==> src/rtl/dmem_pkg.sv <==
// Shared definitions for the data-memory arbiter: FSM encoding, port ids, MemOp width.
package dmem_pkg;

  typedef enum logic {
    ST_IDLE = 1'b0,
    ST_BUSY = 1'b1
  } state_e;

  localparam logic PORT_CPU = 1'b0;
  localparam logic PORT_LD  = 1'b1;

  localparam int MEMOP_W = 3;

endpackage

==> src/rtl/rr_arb2.sv <==
// Two-way round-robin pick: a sole requester wins, a tie goes to the port that did not win last.
module rr_arb2
  import dmem_pkg::*;
(
  input  logic [1:0] req,
  input  logic       last,
  output logic       win_id,
  output logic       any_req
);

  // Winner selection
  always_comb begin
    any_req = |req;
    if (req == 2'b11) begin
      win_id = (last == PORT_CPU) ? PORT_LD : PORT_CPU;
    end else begin
      win_id = req[PORT_LD] ? PORT_LD : PORT_CPU;
    end
  end

endmodule

==> src/rtl/dmem_arbiter.sv <==
// Shares one data-memory port between the CPU (port 0) and the loader/debug path (port 1),
// running one fixed-latency access at a time and returning a registered one-cycle done pulse.
module dmem_arbiter
  import dmem_pkg::*;
#(
  parameter int AW       = 32,
  parameter int DW       = 32,
  parameter int READ_LAT = 1
) (
  input  logic               clk,
  input  logic               reset,
  input  logic               p0_req,
  input  logic               p0_we,
  input  logic [AW-1:0]      p0_addr,
  input  logic [DW-1:0]      p0_wdata,
  input  logic [MEMOP_W-1:0] p0_memop,
  input  logic               p1_req,
  input  logic               p1_we,
  input  logic [AW-1:0]      p1_addr,
  input  logic [DW-1:0]      p1_wdata,
  input  logic [MEMOP_W-1:0] p1_memop,
  output logic               p0_done,
  output logic               p1_done,
  output logic [DW-1:0]      rdata,
  output logic               cpu_stall,
  output logic               mem_en,
  output logic               mem_we,
  output logic [AW-1:0]      mem_addr,
  output logic [DW-1:0]      mem_wdata,
  output logic [MEMOP_W-1:0] mem_op,
  input  logic [DW-1:0]      mem_rdata
);

  localparam int              CNT_W    = $clog2(READ_LAT + 1);
  localparam logic [CNT_W-1:0] CNT_LAST = CNT_W'(READ_LAT);

  state_e               state_q, state_d;
  logic                 win_q, win_d;
  logic                 we_q, we_d;
  logic [AW-1:0]        addr_q, addr_d;
  logic [DW-1:0]        wdata_q, wdata_d;
  logic [MEMOP_W-1:0]   op_q, op_d;
  logic                 last_q, last_d;
  logic [CNT_W-1:0]     cnt_q, cnt_d;
  logic                 p0_done_q, p0_done_d;
  logic                 p1_done_q, p1_done_d;
  logic [DW-1:0]        rdata_q, rdata_d;

  logic [1:0]           req_eff;
  logic                 win_id;
  logic                 any_req;

  // A port whose done is showing this cycle is still holding req; don't re-grant it.
  assign req_eff = {p1_req & ~p1_done_q, p0_req & ~p0_done_q};

  rr_arb2 u_arb (
    .req     (req_eff),
    .last    (last_q),
    .win_id  (win_id),
    .any_req (any_req)
  );

  // Next-state, request latching, latency counter and done generation
  always_comb begin
    state_d   = state_q;
    win_d     = win_q;
    we_d      = we_q;
    addr_d    = addr_q;
    wdata_d   = wdata_q;
    op_d      = op_q;
    last_d    = last_q;
    cnt_d     = cnt_q;
    rdata_d   = rdata_q;
    p0_done_d = 1'b0;
    p1_done_d = 1'b0;

    case (state_q)
      ST_IDLE: begin
        cnt_d = {CNT_W{1'b0}};
        if (any_req) begin
          win_d   = win_id;
          last_d  = win_id;
          state_d = ST_BUSY;
          if (win_id == PORT_LD) begin
            we_d    = p1_we;
            addr_d  = p1_addr;
            wdata_d = p1_wdata;
            op_d    = p1_memop;
          end else begin
            we_d    = p0_we;
            addr_d  = p0_addr;
            wdata_d = p0_wdata;
            op_d    = p0_memop;
          end
        end else begin
          state_d = ST_IDLE;
        end
      end
      ST_BUSY: begin
        if (we_q || (cnt_q == CNT_LAST)) begin
          state_d   = ST_IDLE;
          cnt_d     = {CNT_W{1'b0}};
          p0_done_d = (win_q == PORT_CPU);
          p1_done_d = (win_q == PORT_LD);
          if (!we_q) begin
            rdata_d = mem_rdata;
          end else begin
            rdata_d = rdata_q;
          end
        end else begin
          cnt_d = cnt_q + CNT_W'(1);
        end
      end
      default: begin
        state_d = ST_IDLE;
        cnt_d   = {CNT_W{1'b0}};
      end
    endcase
  end

  // State registers
  always_ff @(posedge clk or posedge reset) begin
    if (reset) begin
      state_q   <= ST_IDLE;
      win_q     <= PORT_CPU;
      we_q      <= 1'b0;
      addr_q    <= {AW{1'b0}};
      wdata_q   <= {DW{1'b0}};
      op_q      <= {MEMOP_W{1'b0}};
      last_q    <= PORT_LD;
      cnt_q     <= {CNT_W{1'b0}};
      p0_done_q <= 1'b0;
      p1_done_q <= 1'b0;
      rdata_q   <= {DW{1'b0}};
    end else begin
      state_q   <= state_d;
      win_q     <= win_d;
      we_q      <= we_d;
      addr_q    <= addr_d;
      wdata_q   <= wdata_d;
      op_q      <= op_d;
      last_q    <= last_d;
      cnt_q     <= cnt_d;
      p0_done_q <= p0_done_d;
      p1_done_q <= p1_done_d;
      rdata_q   <= rdata_d;
    end
  end

  // Memory-side drive, decoded from registered state so reset drops it immediately
  always_comb begin
    if (state_q == ST_BUSY) begin
      mem_en    = 1'b1;
      mem_we    = we_q;
      mem_addr  = addr_q;
      mem_wdata = wdata_q;
      mem_op    = op_q;
    end else begin
      mem_en    = 1'b0;
      mem_we    = 1'b0;
      mem_addr  = {AW{1'b0}};
      mem_wdata = {DW{1'b0}};
      mem_op    = {MEMOP_W{1'b0}};
    end
  end

  assign p0_done   = p0_done_q;
  assign p1_done   = p1_done_q;
  assign rdata     = rdata_q;
  assign cpu_stall = p0_req & ~p0_done_q;

endmodule

==> config.mk <==
export PLATFORM = sky130hd
export DESIGN_NAME = dmem_arbiter
export DESIGN_NICKNAME = d
export VERILOG_FILES = /design/src/rtl/dmem_pkg.sv /design/src/rtl/rr_arb2.sv /design/src/rtl/dmem_arbiter.sv
export SDC_FILE = /design/constraint.sdc
export NUM_CORES = 1
export LEC_CHECK = 0
export BUFFER_PORTS_ARGS = -buffer_cell sky130_fd_sc_hd__buf_4
export CAP_MARGIN = 40
export CORE_ASPECT_RATIO = 1.1
export CORE_MARGIN = 10
export CORE_UTILIZATION = 43
export DETAILED_ROUTE_END_ITERATION = 10
export GPL_TIMING_DRIVEN = 0
export MAX_ROUTING_LAYER = met4
export PLACE_DENSITY = 0.77
export SYNTH_ARGS = -nofsm -noshare
export SYNTH_HDL_FRONTEND = slang
export SYNTH_SLANG_ARGS = --single-unit
==> constraint.sdc <==
create_clock -name clk -period 3.15 [get_ports clk]
set_clock_uncertainty 0.1 [all_clocks]
set_input_delay 0.1575 -clock clk [delete_from_list [all_inputs] [get_ports clk]]
set_output_delay 0.1575 -clock clk [all_outputs]
set_load 0.005 [all_outputs]
== Word-level counts from Yosys, hierarchy flattened ==
Cells that the tools add are included.
Widths: inputs -> output; s select.

* Register bits after elaboration: 106
* Bits in latches: 0
* Memory bits (writable): 0
* Memory bits (read-only): 0
* Input port bits: 172
* Word-level logic and storage cells: 45
* Memories: 0

* Add/subtract/negate cells: 1
* Multiply operators: 0
* Divide/modulo/power cells: 0
* $lt $le $gt $ge: 0
* Equality and inequality tests: 1
* Shifts and indexed selects: 0
* Muxes and demuxes: 21
* Bitwise gates (word level): 7
* Reductions and logical operators: 4

{| class="wikitable"
|+ Operators with widths
! operator !! count
|-
| $mux 32 || 4
|-
| $mux 1 || 13
|-
| $mux 3 || 2
|-
| $not 1->1 || 5
|-
| $pmux 1 s2 || 2
|-
| $reduce_and 3->1 || 1
|-
| $and 1x1->1 || 2
|-
| $eq 2x2->1 const B || 1
|-
| $reduce_and 2->1 || 1
|-
| $reduce_or 2->1 || 1
|-
| $add 1x1->1 const B || 1
|-
| $logic_or 1x1->1 || 1
|}

== Logic depth before layout (Yosys ltp) ==
Gate-level depths: netlist of run 1.

* Depth in word-level cells: 5
* Mapped depth: 6
* Depth with buffers taken out: 3

== Cells and area by module ==
A second synthesis of run 1 with hierarchy kept.

* Cell total of the unflattened synthesis: 383
* Area, all modules: 5641.7 µm²

{| class="wikitable"
|+ Modules (own cells, without submodules)
! module !! instances !! cells an instance !! area each (µm²) !! sequential area each (µm²)
|-
| dmem_arbiter || 1 || 381 || 5627.9 || 2653.8
|-
| rr_arb2 || 1 || 2 || 13.8 || 0.0
|}

== Worst setup path after synthesis of run 1 ==
Ideal clock, no wire load.

* Path type: reg-to-reg
* Start: reg last_q
* End: reg op_q[1]
* Setup time: 0.131 ns
* Data arrival time: 1.412 ns
* Data required time: 2.919 ns
* Slack: 1.507 ns
* Cell stages (with the launch flop): 6
* Path buffers: 2
* Clock period less this slack: 1.643 ns
* Cells stage by stage: dfstp_2 nand3b_1 clkbuf_1 buf_2 a221oi_1 a2bb2oi_2

* Longest elaborated chain between the ends: 3

{| class="wikitable"
|+ Ends and longest elaborated chain
! what !! line !! RTL
|-
| start, declared || dmem_arbiter.sv:43 || <nowiki>logic last_q, last_d;</nowiki>
|-
| start signal, assigned || dmem_arbiter.sv:142 || <nowiki>last_q <= last_d;</nowiki>
|-
| $mux 1 || rr_arb2.sv:15 || <nowiki>win_id = (last == PORT_CPU) ? PORT_LD : PORT_CPU;</nowiki>
|-
| $mux 1 || rr_arb2.sv:14 || <nowiki>if (req == 2'b11) begin</nowiki>
|-
| $mux 3 || dmem_arbiter.sv:84 || <nowiki>if (win_id == PORT_LD) begin</nowiki>
|-
| end signal, assigned || dmem_arbiter.sv:129 || <nowiki>op_q <= {MEMOP_W{1'b0}};</nowiki>
|-
| end signal, assigned || dmem_arbiter.sv:141 || <nowiki>op_q <= op_d;</nowiki>
|-
| end, declared || dmem_arbiter.sv:42 || <nowiki>logic [MEMOP_W-1:0] op_q, op_d;</nowiki>
|}

No other way between the ends.
A chain may end at the register's enable or synchronous reset.

== Worst setup path after layout of run 1 ==
* Start: reg state_q
* End: out mem_addr[22]

* Longest elaborated chain between the ends: 1

{| class="wikitable"
|+ Ends and longest elaborated chain
! what !! line !! RTL
|-
| start, declared || dmem_arbiter.sv:37 || <nowiki>state_e state_q, state_d;</nowiki>
|-
| start signal, assigned || dmem_arbiter.sv:136 || <nowiki>state_q <= state_d;</nowiki>
|-
| $mux 32 || dmem_arbiter.sv:152 || <nowiki>if (state_q == ST_BUSY) begin</nowiki>
|-
| end, declared || dmem_arbiter.sv:28 || <nowiki>output logic [AW-1:0] mem_addr,</nowiki>
|}

No other way between the ends.

==> results of run 1 <==
## state kept, by name (all words and copies together), names as in the netlist
| signal | cells |
|---|---|
| addr_q | 32 |
| rdata | 32 |
| wdata_q | 32 |
| op_q | 3 |
| cnt_q | 1 |
| last_q | 1 |
| p0_done | 1 |
| p1_done | 1 |
| state_q | 1 |
| we_q | 1 |
| win_q | 1 |
## placed cells by master (no fill, tap or decap), types with 4 or more instances in the layout
cell             n
clkbuf_1        54
clkbuf_16        9
buf_6            4
buf_2           15
a221oi_1        65
and2_1          69
a2bb2oi_1       58
and3b_1         70
dfrtp_1        105
o21ai_0         68
dlygate4sd3_1   87
mux2_2          32
a2bb2oi_2       10
buf_4          277
## cells in the mapped netlist (2+ instances only)
cell type,number,area (sq um)
a221oi_2,3,45.0
nand2b_1,3,18.8
clkbuf_1,53,199
o21ai_0,68,340
a221oi_1,65,569
dfrtp_1,105,2630
mux2_2,32,360
buf_2,15,75.1
buf_6,4,45.0
a2bb2oi_1,58,508
clkbuf_2,2,10.0
o2bb2ai_1,2,17.5
and2_1,69,432
inv_1,2,7.51
nand3b_1,2,15.0
and3b_1,70,613
a2bb2oi_2,10,150
buf_4,2,15.0
## stage by stage
| step | utilization | instance area (sq um) | setup TNS (ns) | hold slack (ns) |
|---|---|---|---|---|
| 5_1_grt | 0.690 | 9600 | 0 | 0.0234 |
| 2_1_floorplan | - | 6120 | 0 | 0.208 |
| 3_5_place_dp | 0.608 | 8450 | 0 | 0.208 |
| 4_1_cts | 0.690 | 9600 | 0 | 0.00148 |
| 3_3_place_gp | 0.605 | 8420 | -123.53 | 0.289 |
| 6_report | 0.690 | 9600 | 0 | 0.00665 |
## metal layers
layer | vias to the layer above | wire [um]
met5 | - | 0
met4 | 0 | 620
met3 | 39 | 1570
met2 | 309 | 12700
met1 | 3235 | 9880
li1 | 2928 | -
## worst max-delay path, delay by kind of cell, from the launching register on
kind | cells | cell delay [ns]
DFF | 1 | 0.38
buffers and inverters | 4 | 1.33
and+or+nand+nor | 1 | 0.22
## logic make-up after synthesis
group	count (synthesis)	synth area share
AO/OA/AOI/OAI	208	0.270
buffers and inverters	79	0.0581
flip-flops	106	0.434
multiplexers	32	0.0589
AND/OR/NAND/NOR	147	0.179
## power by group through the flow
| stage | clock, mW | combinational (mW) | sequential (mW) |
|---|---|---|---|
| 6_report | 1.10 | 4.70 | 2.48 |
| 5_1_grt | 1.15 | 5.09 | 2.54 |
| 4_1_cts | 1.10 | 4.69 | 2.45 |
| 3_5_place_dp | 0 | 4.59 | 2.47 |
| 3_3_place_gp | 0 | 4.49 | 2.43 |
| 2_1_floorplan | 0 | 2.61 | 2.38 |
## worst paths after layout
path | endpoint | slack (ns) | cells past startpoint
worst max-delay path | mem_addr[22] | 0.61 | 5
worst min-delay path | op_q[0] | 0.007 | 3
worst max register to register | wdata_q[17] | 1.01 | 5
worst min register to register | p0_done | 0.36 | 1
max in group asynchronous | last_q | 1.79 | 4
min in group asynchronous | rdata[0] | 0.38 | 3
## layout make-up
type                            instances  area share
Inverter                                2     0.00104
Antenna cell                            1    0.000261
Clock buffer                           10      0.0238
Sequential cell                       106       0.276
Timing Repair Buffer                  363       0.309
Tap cell                              188      0.0245
Clock inverter                          6     0.00521
Buffer                                 77      0.0362
Multi-Input combinational cell        387       0.324
==> out/qor.yml, run 1 <==
outcome:
  status: "finished, final reports clean"
cts:
  cts-resized-gates: 0
  cts_made_buffers: 9
  cts_tree: "built"
  post_cts_buffers: 0
  cts.sinks: 106
  cts_max_level: 3
  clock_latency_ns: 0.35
  cts_buffer_depth: 2
  holdBufCountCts: 87
  root_buffer: "clkbuf_16"
  path_clk_slew_ns: 0.07
global_route:
  met2_usage: 0.420
  grt_max_degree: 57
  grt_pass1_wl_mm: 38.8
  antenna_found_initial: 1
  grt_pass1_vias: 7012
  track_usage: 0.252
  grt_overflow: 0
  met1_usage: 0.295
  top_usage_layer: "met2"
  met3_usage: 0.0479
floorplanning:
  initial_core_util: 0.440
  coreArea_sq_um: 13900
  die_h_um: 145
  num_io_pins: 276
  die_w_um: 134
  std_cell_rows: 45
  die_area_sq_um: 19400
synthesis:
  synth_top_flop_cell: "dfrtp_1"
  ys_async_sr_fraction: 1.00
  yosys_register_bits: 106
  yosysUniqueCellTypes: 25
  avgSynthCellArea_sq_um: 10.7
  syn_area_sq_um: 6120
  synth_warnings: 0
  netlist_instances: 572
  ys_seq_area_frac: 0.434
  synth_nets: 744
  synth-edff-count: 0
power_and_ir_drop:
  powerDensity_nw_per_um2: 863
  netSwitchingFraction: 0.374
  p_int_mw: 5.18
  ir_drop_mv: 0.406
  leakagePower_nw: 4.43
  combPwrFrac: 0.568
  p_total_mw: 8.28
  p_clk_frac: 0.133
  p_sw_mw: 3.10
  seqPwrFrac: 0.299
worst_setup_path:
  cp.required_ns: 2.89
  startpoint_type: "register"
  crit_start: "state_q"
  reg2reg_from: "last_q"
  cpMostUsedCell: "clkbuf_1"
  cpMaxStageDelayCell: "clkbuf_1"
  cp_cell_sequence: "buf_2, clkbuf_1, clkbuf_1, and2_1, buf_4"
  cp_max_fo: 10
  critPathMaxStageDelay_ns: 0.54
  crit_type: "reg -> out"
  crit_arrival_ns: 2.29
  endpoint_kind: "output pin"
routing:
  drtIter0Drc: 431
  num_vias: 6511
  drc: 0
  first_pass_iters: 5
  avgViaCountPerCell: 5.71
  finalWirelength_mm: 24.8
  wl_per_cell_um: 21.7
  ant_nets: 0
worst_hold_path:
  hp-start: "p0_memop[0]"
  hp-class: "in -> reg"
sta:
  relSlewSlack: 0.539
  worst_slew_pin_slew_ns: 0.691
  max_freq_mhz: 393
  setup_ws_ns: 0.606
  hold_viol: 0
  fin_crit_ns: 2.54
  period_share: 0.808
  rsz0062_at_grt: "no"
  final-setup-viol-count: 0
  slew_viol_final: 0
place:
  dp_slack_ns: 0.943
  place.port_buffers: 275
  dp_cells: 1036
  dp_hpwl_mm: 17.8
  routabilityCongestion: 0.896
final_layout:
  final_cells: 1140
  multi_input_area_sq_um: 3110
  fillers: 1013
  seq_area_sq_um: 2650
  drive_gt1_frac: 0.382
  syn_to_final_growth_pct: 56.9
  fin_nets: 1118
run:
  cap_violations: 0
Power figures use the tool's default switching activity.
==> run 2, diff against run 1 <==
Settings changed: CORE_UTILIZATION 43 to 48, PLACE_DENSITY 0.77 to 0.81.
Clock period 3.15 ns to 2.43 ns, I/O delays scaled along.
==> run 2 against run 1 <==
Critical path type is now reg -> reg. Largest cell class unchanged. Register-to-register slack lost 0.73 ns. First-iteration DRC count grew 32%. Sequential share of layout area shrank 0.55 points. Sequential cell count is the same.
==> out/qor.yml, run 2 (same netlist as run 1, synthesis figures left out) <==
global_route:
  grt_pass1_vias: 7221  # was 7012
  grt_overflow: 0  # unchanged
  grt_pass1_wl_mm: 40.5  # was 38.8 mm
  antenna_found_initial: 0  # was 1
  track_usage: 0.295  # was 0.252
  grt_max_degree: 33  # was 57
cts:
  cts-resized-gates: 0  # unchanged
  root_buffer: "clkbuf_16"  # unchanged
  clock_latency_ns: 0.35  # about the same
  cts_buffer_depth: 2  # unchanged
  cts_tree: "built"  # unchanged
  cts_max_level: 3  # unchanged
  cts_made_buffers: 9  # unchanged
  post_cts_buffers: 0  # unchanged
  path_clk_slew_ns: 0.07  # about the same
  cts.sinks: 106  # unchanged
routing:
  num_vias: 6811  # was 6511
  drtIter0Drc: 568  # was 431
  finalWirelength_mm: 26.6  # was 24.8 mm
  first_pass_iters: 5  # unchanged
  drc: 0  # unchanged
  avgViaCountPerCell: 6.06  # was 5.71
  wl_per_cell_um: 23.7  # was 21.7 um
  ant_nets: 0  # unchanged
power_and_ir_drop:
  powerDensity_nw_per_um2: 1140  # was 863 nW/um^2
  leakagePower_nw: 4.53  # was 4.43 nW
  ir_drop_mv: 0.627  # was 0.406 mV
worst_setup_path:
  reg2reg_from: "last_q"  # unchanged
  crit_family: "buffers and inverters"  # unchanged
  r2r_end: "wdata_q[8]"  # was wdata_q[17]
  cp_max_fo: 10  # unchanged
  endpoint_kind: "register"  # was output pin
  cpMaxStageDelayCell: "dfstp_2"  # was clkbuf_1
  r2r_setup_slack_ns: 0.28  # was 1.01 ns
  cp_cell_sequence: "and3b_1, clkbuf_2, clkbuf_1, o21ai_0, a2bb2oi_1"  # was buf_2, clkbuf_1, clkbuf_1, and2_1, buf_4
  cp.required_ns: 2.61  # was 2.89 ns
  startpoint_type: "register"  # unchanged
  crit_type: "reg -> reg"  # was reg -> out
  critPathMaxStageDelay_ns: 0.54  # about the same
  worstRegToRegCells: 5  # unchanged
  cp_num_buf_inv: 2  # was 4
  crit_arrival_ns: 2.33  # was 2.29 ns
sta:
  rsz0062_at_grt: "no"  # unchanged
  final-setup-viol-count: 0  # unchanged
  max_freq_mhz: 466
  worst_slew_pin_slew_ns: 0.698  # was 0.691 ns
  relSlewSlack: 0.534  # was 0.539
  hold_viol: 0  # unchanged
  period_share: 0.884
  finalSetupTns_ns: 0  # unchanged
  fin_crit_ns: 2.15
  slew_viol_final: 0  # unchanged
final_layout:
  final_cell_mix: "buf_4, dfrtp_1, dlygate4sd3_1, and3b_1, and2_1"  # unchanged
  syn_to_final_growth_pct: 60.1  # was 56.9%
  drive_gt1_frac: 0.379  # was 0.382
  fin_nets: 1133  # was 1118
  finish.instance_area_sq_um: 9800  # was 9600 sq um
  final_common_cell: "buf_4"  # unchanged
worst_hold_path:
  min_delay_worst_endpoint: "addr_q[9]"  # was op_q[0]
  hp-start: "p1_addr[9]"  # was p0_memop[0]
  hp-class: "in -> reg"  # unchanged
  min_path_cells: 4  # was 3
place:
  place_area_sq_um: 8450  # about the same
  place.port_buffers: 275  # unchanged
  dp_hpwl_mm: 17.9  # was 17.8 mm
  routabilityCongestion: 0.867  # was 0.896
floorplanning:
  coreArea_sq_um: 12500  # was 13900 sq um
  initial_core_util: 0.488  # was 0.440
  die_w_um: 128  # was 134 um
  std_cell_rows: 43  # was 45
  die_h_um: 138  # was 145 um
  num_io_pins: 276  # unchanged
  die_area_sq_um: 17700  # was 19400 sq um
outcome:
  status: "finished, final reports clean"  # unchanged
run:
  cap_violations: 0  # unchanged
[run 2: cell types whose count changed in the layout (fill, tap and decap cells not counted), moves of 2 or more]
cell	change
dlygate4sd3_1	+14
buf_12	+2
bufinv_16	+2
clkbuf_1	-2
clkinv_4	-2
[run 2: repair_timing]
item / in CTS / in global routing
hold buffers: 101 / 0
endpoints found under the setup margin: 51 / 0
endpoints found under the hold margin: 125 / 0
[run 2: area by class of cell]
cell class / count / area (sq um)
clock inverters: 6 / 95.1
inverters: 2 / 11.3
well taps: 157 / 196
fillers: 778 / 2740
repair buffers: 379 / 3140
diodes: 1 / 2.50
multi-input cells: 387 / 3110
clock buffers: 10 / 239
flip-flops and latches: 106 / 2650
plain buffers: 76 / 344
[run 2: how the worst max path moves through the flow]
stage               cells past startpoint  slack, ns    start             to
finish                                  5       0.28   last_q     wdata_q[8]
global route                            5       0.18   last_q    wdata_q[10]
CTS                                     5       0.32   last_q     wdata_q[8]
detailed placement                      5       0.30  state_q  mem_wdata[31]
global placement                        2       0.25    reset     addr_q[13]
floorplan                               5       0.79   last_q        op_q[1]
[run 2: tightest hold or removal path: stages]
cell and delay, ns:
buf_4 0.08, and3b_1 0.15, a221oi_1 0.07, a2bb2oi_1 0.12
[run 2: power by group]
group	switching, mW	total (mW)	leakage, nW	internal (mW)
registers	0.589	3.27	1.21	2.68
logic	2.88	6.24	3.16	3.35
clock network	0.726	1.67	0.157	0.944
total	4.20	11.2	4.53	6.98
[run 2: layer usage]
metal | vias up | GRT usage | part of all wire
met4 | 0 | 0.142 | 0.044
met3 | 85 | 0.0551 | 0.068
met5 | - | - | 0
met1 | 3378 | 0.318 | 0.36
li1 | 2962 | - | -
met2 | 386 | 0.507 | 0.52
[run 2: through the flow]
stage          total power, mW  hold WS (ns)  worst slack [ns]  std cells   util
2_1_floorplan             6.46         0.172             0.787        572      -
3_3_place_gp              8.93         0.254             0.251       1004  0.669
3_5_place_dp              9.16         0.156             0.305       1007  0.674
4_1_cts                   11.0         0.116             0.320       1123  0.781
5_1_grt                   11.7         0.149             0.181       1123  0.781
6_report                  11.2         0.119             0.282       1124  0.781
==> run 3, diff against run 2 <==
Settings changed: CELL_PAD_IN_SITES_DETAIL_PLACEMENT set to 1, CELL_PAD_IN_SITES_GLOBAL_PLACEMENT set to 2, CORE_UTILIZATION 48 to 28, PLACE_DENSITY 0.81 to unset, PLACE_DENSITY_LB_ADDON set to 0.1.
==> run 3 against run 2 <==
Die area increased by 59%. Combinational power decreased by 1%. Final cell count up 12%. Global-route usage decreased by 10 points. Clock power is 9% lower. Fmax is 0.50% lower. Highest routed layer unchanged.
==> out/qor.yml, run 3 (same netlist as run 1, synthesis figures left out) <==
sta:
  relSlewSlack: 0.515  # was 0.534
  max_freq_mhz: 463  # was 466 MHz
  slew_viol_final: 0  # unchanged
  fin_crit_ns: 2.16  # was 2.15 ns
  rsz0062_at_grt: "no"  # unchanged
  final-setup-viol-count: 0  # unchanged
  worst_slew_pin_slew_ns: 0.726  # was 0.698 ns
  finalSetupTns_ns: 0  # unchanged
  period_share: 0.888  # was 0.884
  setup_ws_ns: 0.271  # was 0.282 ns
  hold_viol: 0  # unchanged
global_route:
  track_usage: 0.193  # was 0.295
  grt_pass1_vias: 7030  # was 7221
  grt_max_degree: 35  # was 33
  antenna_found_initial: 1  # was 0
  grt_pass1_wl_mm: 42.2  # was 40.5 mm
  grt_overflow: 0  # unchanged
final_layout:
  final_cell_mix: "buf_4, dfrtp_1, dlygate4sd3_1, and3b_1, and2_1"  # unchanged
  final_cells: 1257  # was 1124
  fin_nets: 1133  # unchanged
  final_common_cell: "buf_4"  # unchanged
  final_util: 0.463  # was 0.781
  finish.instance_area_sq_um: 9920  # was 9800 sq um
  multi_input_area_sq_um: 3110  # unchanged
  fillers: 2441  # was 778
  syn_to_final_growth_pct: 62.2  # was 60.1%
  seq_area_sq_um: 2650  # unchanged
  drive_gt1_frac: 0.379  # unchanged
floorplanning:
  coreArea_sq_um: 21400  # was 12500 sq um
  die_h_um: 175  # was 138 um
  initial_core_util: 0.285  # was 0.488
  die_area_sq_um: 28200  # was 17700 sq um
  num_io_pins: 276  # unchanged
  std_cell_rows: 56  # was 43
  die_w_um: 161  # was 128 um
cts:
  cts_tree: "built"  # unchanged
  root_buffer: "clkbuf_16"  # unchanged
  cts_made_buffers: 9  # unchanged
  clock_latency_ns: 0.36  # was 0.35 ns
  cts_buffer_depth: 2  # unchanged
  cts_max_level: 3  # unchanged
  path_clk_slew_ns: 0.08  # was 0.07 ns
  cts.sinks: 106  # unchanged
power_and_ir_drop:
  powerDensity_nw_per_um2: 1100  # was 1140 nW/um^2
  leakagePower_nw: 4.52  # was 4.53 nW
  ir_drop_mv: 0.402  # was 0.627 mV
worst_setup_path:
  startpoint_type: "register"  # unchanged
  worstRegToRegCells: 5  # unchanged
  crit_type: "reg -> reg"  # unchanged
  crit_arrival_ns: 2.30  # was 2.33 ns
  cp_max_fo: 10  # unchanged
  endpoint_kind: "register"  # unchanged
  cp.required_ns: 2.57  # was 2.61 ns
place:
  routabilityCongestion: 0.828  # was 0.867
  place_area_sq_um: 8620  # was 8450 sq um
  dp_slack_ns: 0.197  # was 0.305 ns
  dp_hpwl_mm: 20.5  # was 17.9 mm
  dp_cells: 1140  # was 1007
  place.port_buffers: 275  # unchanged
routing:
  avgViaCountPerCell: 4.99  # was 6.06
  drc: 0  # unchanged
  first_pass_iters: 5  # unchanged
  drtIter0Drc: 191  # was 568
  num_vias: 6275  # was 6811
  finalWirelength_mm: 27.5  # was 26.6 mm
  wl_per_cell_um: 21.9  # was 23.7 um
  ant_nets: 0  # unchanged
worst_hold_path:
  hp-class: "in -> reg"  # unchanged
  min_path_cells: 4  # unchanged
outcome:
  status: "finished, final reports clean"  # unchanged
run:
  cap_violations: 0  # unchanged
==> run 3: cell count changes in the layout (fill, tap and decap cells not counted) <==
cell        before  now
bufinv_16        2    0
clkinv_4         0    2
inv_8            1    2
clkinvlp_4       3    2
==> run 3: repair_timing <==
item,CTS,global route
hold endpoints to repair,130,0
buffers inserted,0,0
hold buffers,101,0
resized for setup,0,0
setup endpoints to repair,68,0
==> run 3: per-stage QoR <==
stage	power (mW)	hold slack (ns)
floorplan	6.46	0.172
global placement	9.15	0.255
detailed placement	9.34	0.169
CTS	11.0	0.102
global route	11.7	0.129
finish	10.9	0.118
==> run 3: worst max-delay path: stages, from the launching register on <==
cell and delay, ns:
dfstp_2 0.54, nand3b_1 0.31, clkbuf_1 0.34, buf_2 0.27, a221oi_1 0.39, a2bb2oi_2 0.08
==> run 3: per-layer routing <==
layer  vias up  routed length, um  GRT usage
li1       2959                  -          -
met1      3119              11500      0.226
met2       172              14100      0.331
met3        25               1370     0.0395
met4         0                486     0.0531
met5         -                  0          -
==> run 3: worst paths after layout <==
check,start,to,slack [ns]
worst max-delay path,last_q,wdata_q[0],0.27
worst min-delay path,p1_wdata[7],wdata_q[7],0.12
worst max register to register,last_q,wdata_q[0],0.27
worst min register to register,win_q,p0_done,0.38
max in group asynchronous,reset,last_q,0.97
min in group asynchronous,reset,rdata[17],0.34
==> run 3: report_power, final <==
part	internal [mW]	switching [mW]	total (mW)
clock network	0.748	0.771	1.52
registers	2.68	0.520	3.20
logic	3.35	2.82	6.17
==> run 3: area by class of cell <==
type | instances | share of cell area
diodes | 1 | 0.000252
well taps | 290 | 0.0366
plain buffers | 76 | 0.0347
multi-input cells | 387 | 0.313
repair buffers | 379 | 0.317
flip-flops and latches | 106 | 0.267
clock buffers | 10 | 0.0241
inverters | 2 | 0.00113
clock inverters | 6 | 0.00567
